[config.mk]
export PLATFORM = sky130hd
export DESIGN_NAME = status_monitor
export DESIGN_NICKNAME = d
export VERILOG_FILES = /design/src/rtl/status_monitor.sv
export SDC_FILE = /design/constraint.sdc
export NUM_CORES = 1
export LEC_CHECK = 0
export ABC_CLOCK_PERIOD_IN_PS = 6300
export CAP_MARGIN = 15
export CORE_MARGIN = 2
export CORE_UTILIZATION = 30
export CTS_CLUSTER_DIAMETER = 60
export CTS_CLUSTER_SIZE = 10
export DETAILED_ROUTE_END_ITERATION = 16
export SLEW_MARGIN = 25
export SYNTH_ARGS = -nofsm -noshare
export SYNTH_HDL_FRONTEND = slang
export SYNTH_SLANG_ARGS = --single-unit
[constraint.sdc]
create_clock -name clock -period 6.3 [get_ports clock]
set_input_delay 1.26 -clock clock [delete_from_list [all_inputs] [get_ports clock]]
set_output_delay 1.26 -clock clock [all_outputs]
set_load 0.05 [all_outputs]
[src/rtl/status_monitor.sv]
// Firmware self-test status monitor: filters an asynchronous status bus, decodes
// START/CONSOLE/PASS/FAIL codes, queues console characters and produces one sticky verdict.
module status_monitor #(
    parameter int unsigned          STATUS_W       = 16,
    parameter int unsigned          CODE_W         = 8,
    parameter logic [CODE_W-1:0]    CODE_START     = 8'hA0,
    parameter logic [CODE_W-1:0]    CODE_CONS      = 8'hA1,
    parameter logic [CODE_W-1:0]    CODE_PASS      = 8'hAB,
    parameter logic [CODE_W-1:0]    CODE_FAIL      = 8'hAE,
    parameter int unsigned          FIFO_DEPTH     = 16,
    parameter int unsigned          STABLE_CYCLES  = 2,
    parameter int unsigned          TIMEOUT_CYCLES = 1500000
) (
    input  logic                         clock,
    input  logic                         resetb,
    input  logic [STATUS_W-1:0]          status_in,
    input  logic                         clear,
    input  logic                         timeout_en,
    input  logic                         cons_ready,
    output logic                         cons_valid,
    output logic [STATUS_W-CODE_W-1:0]   cons_data,
    output logic                         started,
    output logic                         passed,
    output logic                         failed,
    output logic                         timed_out,
    output logic                         done,
    output logic                         overflow,
    output logic [31:0]                  cycle_count
);

    localparam int unsigned PAY_W  = STATUS_W - CODE_W;
    localparam int unsigned PTR_W  = $clog2(FIFO_DEPTH);
    localparam int unsigned CNT_W  = PTR_W + 1;
    localparam int unsigned STAB_W = $clog2(STABLE_CYCLES + 1);

    typedef enum logic [2:0] {
        ST_IDLE,
        ST_RUNNING,
        ST_PASS,
        ST_FAIL,
        ST_TIMEOUT
    } state_t;

    // ------------------------------------------------------------------
    // Input synchroniser and stability filter
    // ------------------------------------------------------------------
    logic [STATUS_W-1:0] sync_r1;
    logic [STATUS_W-1:0] sync_r2;
    logic [STATUS_W-1:0] acc;
    logic [STAB_W-1:0]   stab_cnt;
    logic [STAB_W-1:0]   stab_cnt_nxt_c;
    logic                evt_c;
    logic [CODE_W-1:0]   code_c;
    logic [PAY_W-1:0]    payload_c;

    // The count tracks edges on which r2 keeps its value; r1 is r2's next value.
    always_comb begin
        stab_cnt_nxt_c = stab_cnt;
        if (sync_r1 != sync_r2) begin
            stab_cnt_nxt_c = '0;
        end else if (stab_cnt != STAB_W'(STABLE_CYCLES)) begin
            stab_cnt_nxt_c = stab_cnt + STAB_W'(1);
        end
    end

    // The accepted value is r2 itself, so decode directly from it on the event edge.
    assign evt_c     = (stab_cnt_nxt_c == STAB_W'(STABLE_CYCLES)) && (sync_r2 != acc);
    assign code_c    = sync_r2[STATUS_W-1 -: CODE_W];
    assign payload_c = sync_r2[PAY_W-1:0];

    always_ff @(posedge clock or negedge resetb) begin
        if (!resetb) begin
            sync_r1  <= '0;
            sync_r2  <= '0;
            acc      <= '0;
            stab_cnt <= '0;
        end else if (clear) begin
            sync_r1  <= '0;
            sync_r2  <= '0;
            acc      <= '0;
            stab_cnt <= '0;
        end else begin
            sync_r1  <= status_in;
            sync_r2  <= sync_r1;
            stab_cnt <= stab_cnt_nxt_c;
            if (evt_c) begin
                acc <= sync_r2;
            end
        end
    end

    // ------------------------------------------------------------------
    // Verdict FSM, cycle counter and timeout
    // ------------------------------------------------------------------
    state_t      state_q;
    state_t      state_d;
    logic        push_c;
    logic        started_d;
    logic [31:0] cycle_d;
    logic [31:0] cycle_inc_c;
    logic        active_c;

    always_comb begin
        state_d     = state_q;
        push_c      = 1'b0;
        started_d   = started;
        cycle_d     = cycle_count;
        cycle_inc_c = cycle_count + 32'd1;
        active_c    = (state_q == ST_IDLE) || (state_q == ST_RUNNING);

        if (active_c) begin
            cycle_d = cycle_inc_c;
            if (timeout_en && (cycle_inc_c == 32'(TIMEOUT_CYCLES))) begin
                state_d = ST_TIMEOUT;
            end
            // PASS/FAIL override a coincident timeout; START does not.
            if (evt_c) begin
                case (code_c)
                    CODE_START: begin
                        started_d = 1'b1;
                        if ((state_q == ST_IDLE) && (state_d != ST_TIMEOUT)) begin
                            state_d = ST_RUNNING;
                        end
                    end
                    CODE_CONS: push_c  = 1'b1;
                    CODE_PASS: state_d = ST_PASS;
                    CODE_FAIL: state_d = ST_FAIL;
                    default:   ;
                endcase
            end
        end
    end

    always_ff @(posedge clock or negedge resetb) begin
        if (!resetb) begin
            state_q     <= ST_IDLE;
            started     <= 1'b0;
            passed      <= 1'b0;
            failed      <= 1'b0;
            timed_out   <= 1'b0;
            done        <= 1'b0;
            cycle_count <= '0;
        end else if (clear) begin
            state_q     <= ST_IDLE;
            started     <= 1'b0;
            passed      <= 1'b0;
            failed      <= 1'b0;
            timed_out   <= 1'b0;
            done        <= 1'b0;
            cycle_count <= '0;
        end else begin
            state_q     <= state_d;
            started     <= started_d;
            passed      <= (state_d == ST_PASS);
            failed      <= (state_d == ST_FAIL);
            timed_out   <= (state_d == ST_TIMEOUT);
            done        <= (state_d == ST_PASS) || (state_d == ST_FAIL) ||
                           (state_d == ST_TIMEOUT);
            cycle_count <= cycle_d;
        end
    end

    // ------------------------------------------------------------------
    // Console character FIFO
    // ------------------------------------------------------------------
    logic [PAY_W-1:0] mem [FIFO_DEPTH];
    logic [PTR_W-1:0] wr_ptr;
    logic [PTR_W-1:0] rd_ptr;
    logic [CNT_W-1:0] fifo_cnt;
    logic [CNT_W-1:0] fifo_cnt_nxt_c;
    logic             full_c;
    logic             pop_c;
    logic             wr_en_c;
    logic             drop_c;

    // A full FIFO still accepts a push when the head is popped on the same edge.
    assign full_c  = (fifo_cnt == CNT_W'(FIFO_DEPTH));
    assign pop_c   = cons_valid && cons_ready;
    assign wr_en_c = push_c && (!full_c || pop_c);
    assign drop_c  = push_c && full_c && !pop_c;

    always_comb begin
        fifo_cnt_nxt_c = fifo_cnt;
        case ({wr_en_c, pop_c})
            2'b10:   fifo_cnt_nxt_c = fifo_cnt + CNT_W'(1);
            2'b01:   fifo_cnt_nxt_c = fifo_cnt - CNT_W'(1);
            default: fifo_cnt_nxt_c = fifo_cnt;
        endcase
    end

    always_ff @(posedge clock) begin
        if (wr_en_c) begin
            mem[wr_ptr] <= payload_c;
        end
    end

    assign cons_data = mem[rd_ptr];

    always_ff @(posedge clock or negedge resetb) begin
        if (!resetb) begin
            wr_ptr     <= '0;
            rd_ptr     <= '0;
            fifo_cnt   <= '0;
            cons_valid <= 1'b0;
            overflow   <= 1'b0;
        end else if (clear) begin
            wr_ptr     <= '0;
            rd_ptr     <= '0;
            fifo_cnt   <= '0;
            cons_valid <= 1'b0;
            overflow   <= 1'b0;
        end else begin
            if (wr_en_c) begin
                wr_ptr <= wr_ptr + PTR_W'(1);
            end
            if (pop_c) begin
                rd_ptr <= rd_ptr + PTR_W'(1);
            end
            fifo_cnt   <= fifo_cnt_nxt_c;
            cons_valid <= (fifo_cnt_nxt_c != '0);
            if (drop_c) begin
                overflow <= 1'b1;
            end
        end
    end

endmodule

==> flow_summary_export.csv <==
group,metric,value,unit
layout,fillers,3368,
clock_tree,tritoncts,"built",
sta,hold_viol_final,0,
logic_synthesis,synth_top_flop_cell,"edfxtp_1",
worst_hold_path,hp-class,"flip-flop to flip-flop",
floorplan,die_area,0.0369,mm^2
sta,post-route-period-util,0.719,
setup_path,ff2ff_setup_slack,2.15,ns
place,gp_congestion,0.776,
global_route,grt_pass1_vias,6485,
setup_path,cp-start-kind,"flip-flop",
place,pre_cts_ws,2.14,ns
pwr,clkPwrFrac,0.470,
setup_path,critPathKind,"flip-flop to output pin",
logic_synthesis,synth.net_count,825,
logic_synthesis,synth_area,0.0106,mm^2
layout,area_delta_synth_final,18.4,%
logic_synthesis,synth.yosys.seq_area_share,0.609,
setup_path,end_kind,"output pin",
sta,rsz0062_at_grt,"false",
drt,wirelength_met1,10900,um
place,dpl.hpwl,15700,um
logic_synthesis,synth_top_cell_area_share,0.362,
pwr,p_int,2.56,mW
sta,worst_pin_slew,0.821,ns
pwr,switchingPower,0.698,mW
clock_tree,cts_buffers,29,
drt,totalWireLength,23900,um
layout,drive_gt1_frac,0.109,
clock_tree,clk_pin_slew,0.06,ns
setup_path,r2r_cells,7,
clock_tree,clk_latency,0.55,ns
flow_run,maxCapViolCount,0,
layout,nNetsFinal,881,
drt,wl_met3,1290,um
clock_tree,cts_repair_resize_count,0,
drt,postRouteAntennaNets,0,
sta,slew_headroom,0.453,
clock_tree,clockBufferDepth,3,
logic_synthesis,synth_edf_count,128,
drt,first_iter_violations,389,
setup_path,path_depth,3,
pwr,seqPwrFrac,0.504,
floorplan,ios,68,
setup_path,path_cells,"mux4_2 -> mux4_2 -> clkdlybuf4s50_1",
sta,clock-skew-final,0.0179,ns
sta,setup-violations-final,0,
floorplan,start_util,0.306,
floorplan,core,0.0347,mm^2
floorplan,die_x,192,um
global_route,grt_use_total,0.132,
pwr,leakage,4.39,nW
sta,hold_ws,0.523,ns
pwr,peakVddDrop,171,uV
drt,routed_via_density,4.99,
sta,fin_tns_setup,0,ns
global_route,grt_pass1_wl,37800,um
clock_tree,cts_max_level,1,
global_route,antenna_found_initial,0,
pwr,power_density,259,mW/mm^2
floorplan,die_h,192,um
layout,layout.area.seq,0.00647,mm^2
place,placed_cells,1273,
logic_synthesis,synth_area_leaders,"edfxtp_1 (36%), dfrtp_1 (25%), mux4_2 (8.5%)",
pwr,pwr-share-comb,0.025,
drt,vias,6612,
drt,wl_per_cell,18.1,um
layout,finish.utilization,0.362,
layout,multi_input_area,0.00391,mm^2
layout,antenna_cells,0,
global_route,grt.overflow.total,0,
drt,firstDrtPassIters,5,
place,port_buffers,67,
logic_synthesis,syn_area_per_cell,13.4,um^2
drt,drc,0,
drt,wl_met2,11200,um
setup_path,critical-path-max-stage-delay,0.86,ns
setup_path,critical_path.top_delay_family,"multiplexers",
setup_path,worstPathRequired,5.04,ns
layout,fin_cells,1324,
setup_path,crit_top_cell,"mux4_2",
pwr,netSwitchingFraction,0.214,
sta,slew_viol_final,0,
logic_synthesis,synth-async-reset-ratio,0.451,
outcome,outcome,"complete, no violations",
logic_synthesis,ys_types,56,
setup_path,cp_max_fo,35,
clock_tree,cts_num_sinks,233,
sta,setup_slack,1.77,ns
logic_synthesis,syn_inst,793,
sta,period_needed,4.53,ns
logic_synthesis,yosysTopAreaCell,"edfxtp_1",
clock_tree,cts-root-buf,"clkbuf_16",
logic_synthesis,ys_seq_elements,233,
setup_path,cpMaxStageDelayCell,"dfrtp_4",
floorplan,row_count,68,
worst_hold_path,hold_path_depth,1,
logic_synthesis,yosys_warnings,0,
sta,max_freq,221,MHz
clock_tree,cts_setup_buffers,0,
setup_path,critPathBufInv,1,
global_route,grt_max_degree,63,
setup_path,arrival,3.27,ns
clock_tree,holdBufCountCts,0,
drt,top_layer,"met4",
synthesized netlist by cell type, types with 19 or more instances:
library cell and n:
edfxtp_1 128, and2_1 19, xor2_1 39, nand3_1 28, nor4_1 19, dfrtp_1 105, nand2_1 31, nand4_1 22
clkbuf_1 29, xnor2_1 26, mux4_2 40, nor2_1 70, mux2i_1 20, nor2b_1 38, a21oi_1 23
final cells by class:
class,count,share of cell area
Sequential cell,233,0.515
Multi-Input combinational cell,499,0.311
Timing Repair Buffer,72,0.0559
Clock buffer,46,0.0635
Inverter,14,0.00418
Tap cell,455,0.0452
Clock inverter,5,0.00577
state kept, by name, summed over array words and instances (netlist names), 2 cells and up:
register	flops
acc	16
cycle_count	32
fifo_cnt	5
mem	128
rd_ptr	4
stab_cnt	2
state_q	3
sync_r1	16
sync_r2	16
wr_ptr	4
per-layer routing:
metal	global-route usage	vias to the layer above
li1	-	3043
met1	0.186	3344
met2	0.209	182
met3	0.0234	43
met4	0.0346	0
met5	0	-
power groups by stage:
stage	Combinational (mW)	Sequential (mW)	Clock, mW
after floorplan	0.0441	1.67	0
after global placement	0.0855	1.67	0
after detailed placement	0.0852	1.67	0
after CTS	0.0857	1.64	1.57
after global routing	0.0934	1.65	1.63
final	0.0826	1.64	1.53
worst register-to-register path: cells and delay by family (launching register included):
family	cells	cell delay, ns
xor+xnor	1	0.22
flops	1	0.73
simple gates	6	2.83
placed cells by master (no fill, tap or decap), types with 3 or more instances in the layout:
master and n:
and4_1 6, nor3_1 14, a211oi_1 5, clkbuf_1 16, a21oi_1 23, or4_1 3
nor3b_1 3, mux4_2 40, xnor2_1 26, clkbuf_16 29, a21o_1 6, or3_1 9
nor2_1 70, mux2i_1 20, xor2_1 39, buf_4 7, clkdlybuf4s50_1 65, nand4b_1 7
mux2_2 3, nand4_1 22, inv_1 14, nand2_1 31, nand3_1 28, dfrtp_1 104
and2_1 19, nor2b_1 38, and3_1 7, nand2b_1 5, o21ai_0 13, edfxtp_1 128
nor4_1 19, ha_1 10
cell families (layout without fill, tap and decap cells):
group | Yosys count | in the layout | synth area share
multiplexers | 63 | 63 | 0.107
AND/OR/NAND/NOR | 294 | 294 | 0.152
XOR/XNOR | 67 | 67 | 0.0566
AO/OA/AOI/OAI | 64 | 64 | 0.0389
flip-flops | 233 | 233 | 0.609
buffers and inverters | 61 | 137 | 0.0232
adder cells (fa/ha/maj) | 11 | 11 | 0.0137
metrics by stage:
| stage | total power [mW] | instance area (um^2) |
|---|---|---|
| finish | 3.26 | 12600 |
| CTS | 3.30 | 12600 |
| floorplan | 1.71 | 10600 |
| global route | 3.37 | 12600 |
| global placement | 1.76 | 11700 |
| detailed placement | 1.76 | 11700 |
path summary, 6_finish.rpt:
| check | from | end |
|---|---|---|
| min reg2reg | sync_r1[13] | sync_r2[13] |
| min in group asynchronous | resetb | cycle_count[14] |
| max | rd_ptr[0] | cons_data[3] |
| min | sync_r1[13] | sync_r2[13] |
| max in group asynchronous | resetb | sync_r1[6] |
| max reg2reg | sync_r2[2] | mem[8][3] |
Note: power is estimated with default switching activity, not from simulation.
